File: src/rtl/f1_pkg.sv
// f1_pkg: shared types and constants for the F1 start-light sequencer.
//   state_t    - sequencer states (IDLE, FILL, HOLD)
//   LFSR_W     - width of the random-hold LFSR
//   LFSR_TAP   - feedback tap mask for x^7 + x^6 + 1
//   CNT_W      - width of the hold counter (holds 0..16)
//   lfsr_step  - one Fibonacci step of the LFSR
package f1_pkg;

    typedef enum logic [1:0] {
        IDLE = 2'd0,
        FILL = 2'd1,
        HOLD = 2'd2
    } state_t;

    localparam int unsigned LFSR_W   = 7;
    localparam logic [LFSR_W-1:0] LFSR_TAP = 7'h60;
    localparam int unsigned CNT_W    = 5;

    // Shift left, feeding back the XOR of the tapped bits (q[6] ^ q[5]).
    function automatic logic [LFSR_W-1:0] lfsr_step(input logic [LFSR_W-1:0] q);
        return {q[LFSR_W-2:0], ^(q & LFSR_TAP)};
    endfunction

endpackage

File: src/rtl/f1_lfsr.sv
// f1_lfsr: free-running 7-bit maximal-length LFSR (x^7 + x^6 + 1).
// Ports:
//   clk   - clock, steps on every rising edge
//   rst   - synchronous active-high reset, loads seed
//   seed  - reset value (caller guarantees non-zero)
//   q     - current LFSR state
import f1_pkg::*;

module f1_lfsr (
    input  logic              clk,
    input  logic              rst,
    input  logic [LFSR_W-1:0] seed,
    output logic [LFSR_W-1:0] q
);

    logic [LFSR_W-1:0] r_q;

    always_ff @(posedge clk) begin
        if (rst) begin
            r_q <= seed;
        end else begin
            r_q <= lfsr_step(r_q);
        end
    end

    assign q = r_q;

endmodule

File: src/rtl/f1_light_seq.sv
// f1_light_seq: F1 start-light sequencer. A trigger lights the first lamp,
// each enabled tick lights one more, all lamps stay on for H ticks, then all
// drop together with a one-clock lights_out pulse.
// Optional feature: define F1_RANDOM_HOLD_EN to draw H from an LFSR
// (LFSR[3:0]+1) instead of the fixed HOLD_TICKS.
// Ports:
//   clk        - sole clock
//   rst        - synchronous active-high reset
//   en         - tick enable for fill/hold progress
//   trigger    - start request (not gated by en)
//   data_out   - light pattern, bit 0 is the first light
//   busy       - high while filling or holding
//   lights_out - one-clock pulse when all lights drop
import f1_pkg::*;

module f1_light_seq #(
    parameter int unsigned       N_LIGHTS   = 8,
    parameter int unsigned       HOLD_TICKS = 4,
    parameter logic [LFSR_W-1:0] LFSR_SEED  = 7'h01
) (
    input  logic                clk,
    input  logic                rst,
    input  logic                en,
    input  logic                trigger,
    output logic [N_LIGHTS-1:0] data_out,
    output logic                busy,
    output logic                lights_out
);

    localparam logic [N_LIGHTS-1:0] ALL_ON    = '1;
    localparam logic [N_LIGHTS-1:0] FIRST_ON  = N_LIGHTS'(1);

    // Elaboration-time parameter legality check.
    if (N_LIGHTS < 2 || N_LIGHTS > 16 || HOLD_TICKS < 1 || HOLD_TICKS > 16 ||
        $bits(LFSR_SEED) != LFSR_W) begin : g_bad_param
        $error("f1_light_seq: illegal parameter value");
    end

    state_t              r_state;
    state_t              w_state_nxt;
    logic [N_LIGHTS-1:0] r_data;
    logic [N_LIGHTS-1:0] w_data_nxt;
    logic [N_LIGHTS-1:0] w_fill;
    logic [CNT_W-1:0]    r_cnt;
    logic [CNT_W-1:0]    w_cnt_nxt;
    logic [CNT_W-1:0]    w_hold_load;
    logic                r_busy;
    logic                w_busy_nxt;
    logic                r_lo;
    logic                w_lo_nxt;
    logic                w_start;
    logic                w_fill_done;
    logic                w_hold_done;

`ifdef F1_RANDOM_HOLD_EN
    // A zero seed would lock the LFSR up, so it is replaced by 1.
    localparam logic [LFSR_W-1:0] SEED_EFF = (LFSR_SEED == '0) ? LFSR_W'(1) : LFSR_SEED;

    logic [LFSR_W-1:0] w_lfsr;

    f1_lfsr u_lfsr (
        .clk  (clk),
        .rst  (rst),
        .seed (SEED_EFF),
        .q    (w_lfsr)
    );

    assign w_hold_load = CNT_W'(w_lfsr[3:0]) + CNT_W'(1);
`else
    assign w_hold_load = CNT_W'(HOLD_TICKS);
`endif

    // A trigger coinciding with the lights_out pulse is dropped.
    assign w_start     = trigger & ~r_lo;
    assign w_fill      = {r_data[N_LIGHTS-2:0], 1'b1};
    assign w_fill_done = en & (w_fill == ALL_ON);
    assign w_hold_done = en & (r_cnt == CNT_W'(1));

    // State and output registers.
    always_ff @(posedge clk) begin
        if (rst) begin
            r_state <= IDLE;
            r_data  <= '0;
            r_cnt   <= '0;
            r_busy  <= 1'b0;
            r_lo    <= 1'b0;
        end else begin
            r_state <= w_state_nxt;
            r_data  <= w_data_nxt;
            r_cnt   <= w_cnt_nxt;
            r_busy  <= w_busy_nxt;
            r_lo    <= w_lo_nxt;
        end
    end

    // Next-state logic.
    always_comb begin
        w_state_nxt = r_state;
        case (r_state)
            IDLE:    if (w_start)     w_state_nxt = FILL;
            FILL:    if (w_fill_done) w_state_nxt = HOLD;
            HOLD:    if (w_hold_done) w_state_nxt = IDLE;
            default: w_state_nxt = IDLE;
        endcase
    end

    // Next values for the registered outputs and hold counter.
    always_comb begin
        w_data_nxt = r_data;
        w_cnt_nxt  = r_cnt;
        w_lo_nxt   = 1'b0;
        w_busy_nxt = (w_state_nxt != IDLE);
        case (r_state)
            IDLE: begin
                w_data_nxt = w_start ? FIRST_ON : '0;
            end
            FILL: begin
                if (en) begin
                    w_data_nxt = w_fill;
                end
                if (w_fill_done) begin
                    w_cnt_nxt = w_hold_load;
                end
            end
            HOLD: begin
                w_data_nxt = ALL_ON;
                if (w_hold_done) begin
                    w_data_nxt = '0;
                    w_cnt_nxt  = '0;
                    w_lo_nxt   = 1'b1;
                end else if (en) begin
                    w_cnt_nxt = r_cnt - CNT_W'(1);
                end
            end
            default: begin
                w_data_nxt = '0;
                w_cnt_nxt  = '0;
            end
        endcase
    end

    assign data_out   = r_data;
    assign busy       = r_busy;
    assign lights_out = r_lo;

endmodule

File: config.mk
export PLATFORM = sky130hd
export DESIGN_NAME = f1_light_seq
export DESIGN_NICKNAME = d
export VERILOG_FILES = /design/src/rtl/f1_pkg.sv /design/src/rtl/f1_lfsr.sv /design/src/rtl/f1_light_seq.sv
export SDC_FILE = /design/constraint.sdc
export NUM_CORES = 1
export LEC_CHECK = 0
export ABC_AREA = 0
export ABC_CLOCK_PERIOD_IN_PS = 3000
export CAP_MARGIN = 5
export CORE_MARGIN = 3
export CORE_UTILIZATION = 56
export CTS_CLUSTER_DIAMETER = 80
export CTS_CLUSTER_SIZE = 16
export DETAILED_ROUTE_END_ITERATION = 12
export PLACE_DENSITY_LB_ADDON = 0.25
export SETUP_SLACK_MARGIN = 0.05
export SKIP_CTS_REPAIR_TIMING = 1
export SYNTH_ARGS = -nofsm -noshare
export SYNTH_HDL_FRONTEND = slang
export SYNTH_HIERARCHICAL = 1
export SYNTH_SLANG_ARGS = --single-unit
File: constraint.sdc
create_clock -name clk -period 3 [get_ports clk]
set_clock_uncertainty 0.2 [all_clocks]
set_input_delay 0.75 -clock clk [delete_from_list [all_inputs] [get_ports clk]]
set_output_delay 0.75 -clock clk [all_outputs]
set_load 0.05 [all_outputs]
==> out/results.tsv <==
stage	metric	value	unit
clocking	CTS Buf Count	3	
logic_synthesis	Mapped Area	953	um^2
drt	Met3 Routed Length	110	um
timing	setup_tns	0	ns
cells_and_area	fraction of layout cells with a size suffix above 1	10.0	%
drt	met2 routed WL	892	um
drt	DRC Markers	0	
cells_and_area	Post-Route Utilization	72.1	%
power_and_ir_drop	Pint	304	uW
critical_path	CP max FO	4	
critical_path	Crit path required time	2.05	ns
placement	Detailed Place HPWL	1480	um
drt	Vias/cell	6.14	
logic_synthesis	Synth Area in Compound Gates	25.7	%
floorplan	Core Area	1560	um^2
cells_and_area	Final Instance Area	1120	um^2
clocking	H-tree levels	1	
timing	Hold WS	0.299	ns
floorplan	Starting Density	61.2	%
drt	wl on met1	920	um
critical_path	slowest cell on the critical path	clkdlybuf4s50_1	
clocking	register clock-pin slew on the reported worst setup and hold paths	0.09	ns
grt	Tot GR Track Use	21.1	%
logic_synthesis	largest family of logic cells by synthesized area	compound AO/OA/AOI/OAI gates	
power_and_ir_drop	Clock Power Share	28.7	%
timing	Fin. Hold Viols	0	
logic_synthesis	Simple-Gate Fraction of Synth Area	25.1	%
logic_synthesis	adder-cell share of the synthesized area	7.87	%
logic_synthesis	number of synthesis warnings	6	
floorplan	Horiz. Die Dim	47.3	um
timing	Max Slew Vio Count	0	
placement	port bufs	13	
drt	Avg WL per Cell	14.2	um
clocking	Sinks on Clock Net	17	
critical_path	worst flop-to-flop path startpoint	r_state[1]	
grt	antenna violations before repair	0	
drt	uppermost layer routed	met4	
logic_synthesis	syn_nets	115	
floorplan	die height	47.3	um
power_and_ir_drop	Sw Share	28.2	%
cells_and_area	# fillers	117	
critical_path	critical path's top delay family	buffers and inverters	
power_and_ir_drop	Comb pwr share	16.0	%
placement	gp weighted congestion	0.946	
run_status	status	completed	
cells_and_area	non-filler cells in the finished layout	136	
power_and_ir_drop	share of power burned in registers	55.3	%
drt	Detailed Routing Iterations Pass 1	4	
floorplan	DIE AREA	2230	um^2
grt	vias in the first global route	730	
clocking	CTS tree	yes	
floorplan	FP Rows	14	
critical_path	Crit path largest cell delay	0.82	ns
cells_and_area	Net count, final	131	
power_and_ir_drop	maximum vdd drop	0.258	mV
critical_path	critical-path cell list	clkdlybuf4s50_1	
timing	RSZ-0062 raised after global routing	false	
clocking	Clock Root Buffer	clkbuf_4	
timing	Final setup viols	0	
power_and_ir_drop	total power	424	uW
timing	final worst slack	0.534	ns
logic_synthesis	mean post-synth cell area	9.08	um^2
logic_synthesis	Synth cell types	38	
power_and_ir_drop	Power Density	377	nW/um^2
timing	Slew @ Worst Pin	0.560	ns
timing	Tmin final	2.47	ns
placement	placed insts	132	
grt	global-route wire length before repair	3300	um
power_and_ir_drop	static leakage	0.472	nW
logic_synthesis	mux contribution to synthesized area	0	%
critical_path	crit path kind	register to primary output	
critical_path	WP data arrival	1.52	ns
cells_and_area	ANT cells	0	
critical_path	CP Launch Type	register	
drt	Antenna Nets Post-Route	0	
logic_synthesis	register area share after synthesis	35.7	%
drt	initial drt markers	33	
logic_synthesis	flops & latches, synth	17	
critical_path	CP bufs+invs	1	
drt	vias	835	
timing	worst rel slew slack	62.7	%
job	max_cap viols	0	
critical_path	critical path startpoint	data_out[6]	
placement	pre-CTS WS	0.337	ns
power_and_ir_drop	net switching power	119	uW
timing	Tcrit/Tclk final	82.2	%
grt	largest net degree at the start of global routing	16	
worst_hold_path	Hold Crit Class	register to register	
floorplan	Top-Level Pins	14	
placement	Post-DP Area	1100	um^2
timing	Fmax	0.406	GHz
logic_synthesis	cells after synthesis	105	
clocking	Max Root-Sink Buffers	2	
worst_hold_path	Worst Hold Launch	data_out[7]	
critical_path	Critical Path Sink Type	primary output	
grt	grt total ovfl	0	
drt	final wirelength	1940	um
clocking	clock latency on the worst-skew pair	0.29	ns
cells_and_area	Synth-to-Final Area Change	17.8	%
logic_synthesis	XOR/XNOR Fraction of Synth Area	0.919	%
[kinds of logic after synthesis]
logic type	count (synthesis)
compound gates	31
buf+inv	11
fa+ha+maj	6
simple gates	39
flops	17
xor+xnor	1
[worst register-to-register path, stage by stage, from the launching register on]
cell      delay, ns
dfxtp_1        0.40
inv_1          0.09
ha_1           0.38
a21boi_2       0.29
or4_1          0.51
a21oi_1        0.15
[cells in the final DEF (no fill, tap or decap), drive strengths merged, types with 2 or more instances in the layout]
| cell | netlist | layout |
|---|---|---|
| nand2b | 2 | 2 |
| clkdlybuf4s50 | 0 | 13 |
| a21oi | 6 | 6 |
| ha | 6 | 6 |
| and4 | 2 | 2 |
| clkbuf | 2 | 3 |
| inv | 8 | 8 |
| nor2 | 4 | 4 |
| nand2 | 18 | 18 |
| a21boi | 2 | 2 |
| o21ai | 4 | 4 |
| a21bo | 2 | 2 |
| nor3 | 2 | 2 |
| a221o | 7 | 7 |
| dfxtp | 17 | 17 |
| o32ai | 2 | 2 |
| a211oi | 2 | 2 |
| or3b | 2 | 2 |
[Yosys cell counts (all sizes together)]
| library cell | n | area (um^2) |
|---|---|---|
| or2 | 1 | 6.26 |
| or3 | 1 | 6.26 |
| or4 | 1 | 7.51 |
| nor2 | 4 | 15.0 |
| o21ai | 4 | 20.0 |
| nor3 | 2 | 10.0 |
| o41ai | 1 | 8.76 |
| a211oi | 2 | 15.0 |
| o32ai | 2 | 17.5 |
| buf | 1 | 7.51 |
| dfxtp | 17 | 340 |
| a21boi | 2 | 18.8 |
| clkbuf | 2 | 7.51 |
| a2111oi | 1 | 8.76 |
| o311a | 1 | 10.0 |
| a221o | 7 | 70.1 |
| nor2b | 1 | 6.26 |
| inv | 8 | 30.0 |
| and4 | 2 | 20.0 |
| a21oi | 6 | 33.8 |
| ha | 6 | 75.1 |
| or3b | 2 | 17.5 |
| and3b | 1 | 8.76 |
| nand4 | 1 | 6.26 |
| nor4b | 1 | 23.8 |
| xor2 | 1 | 8.76 |
| a31o | 1 | 8.76 |
| a31oi | 1 | 6.26 |
| and4b | 1 | 10.0 |
| nand2 | 18 | 67.6 |
| a21o | 1 | 7.51 |
| a21bo | 2 | 20.0 |
| nor4 | 1 | 21.3 |
| nand2b | 2 | 12.5 |
[area by class of cell]
class	instances	area (um^2)	share of cell area [%]
well taps	16	20.0	1.78
clock buffers	3	22.5	2.00
inverters	8	30.0	2.67
flip-flops and latches	17	340	30.3
repair buffers	14	138	12.2
multi-input cells	77	568	50.6
clock inverters	1	5.00	0.445
[registers in the layout (all words and copies together), names as in the netlist]
register	count
lights_out	1
r_state	2
data_out	8
busy	1
r_cnt	5
[metal layers]
metal | vias to the layer above | track usage [%]
met5 | - | 0
met3 | 2 | 6.90
li1 | 423 | -
met1 | 382 | 26.5
met4 | 0 | 6.63
met2 | 28 | 34.0
[worst paths after layout]
path                 end  slack, ns  depth (start not counted)
max          data_out[6]       0.53                          1
min          data_out[7]       0.30                          1
max reg2reg     r_cnt[1]       0.90                          5
min reg2reg  data_out[7]       0.30                          1
[power by group through the flow]
| stage | clock network, mW | logic (mW) | registers, mW |
|---|---|---|---|
| after floorplan | 0 | 0.0356 | 0.250 |
| after global placement | 0 | 0.0659 | 0.239 |
| after detailed placement | 0 | 0.0670 | 0.239 |
| after CTS | 0.127 | 0.0673 | 0.234 |
| after global routing | 0.137 | 0.0736 | 0.235 |
| final | 0.122 | 0.0679 | 0.234 |
(Power assumes the default switching activity.)
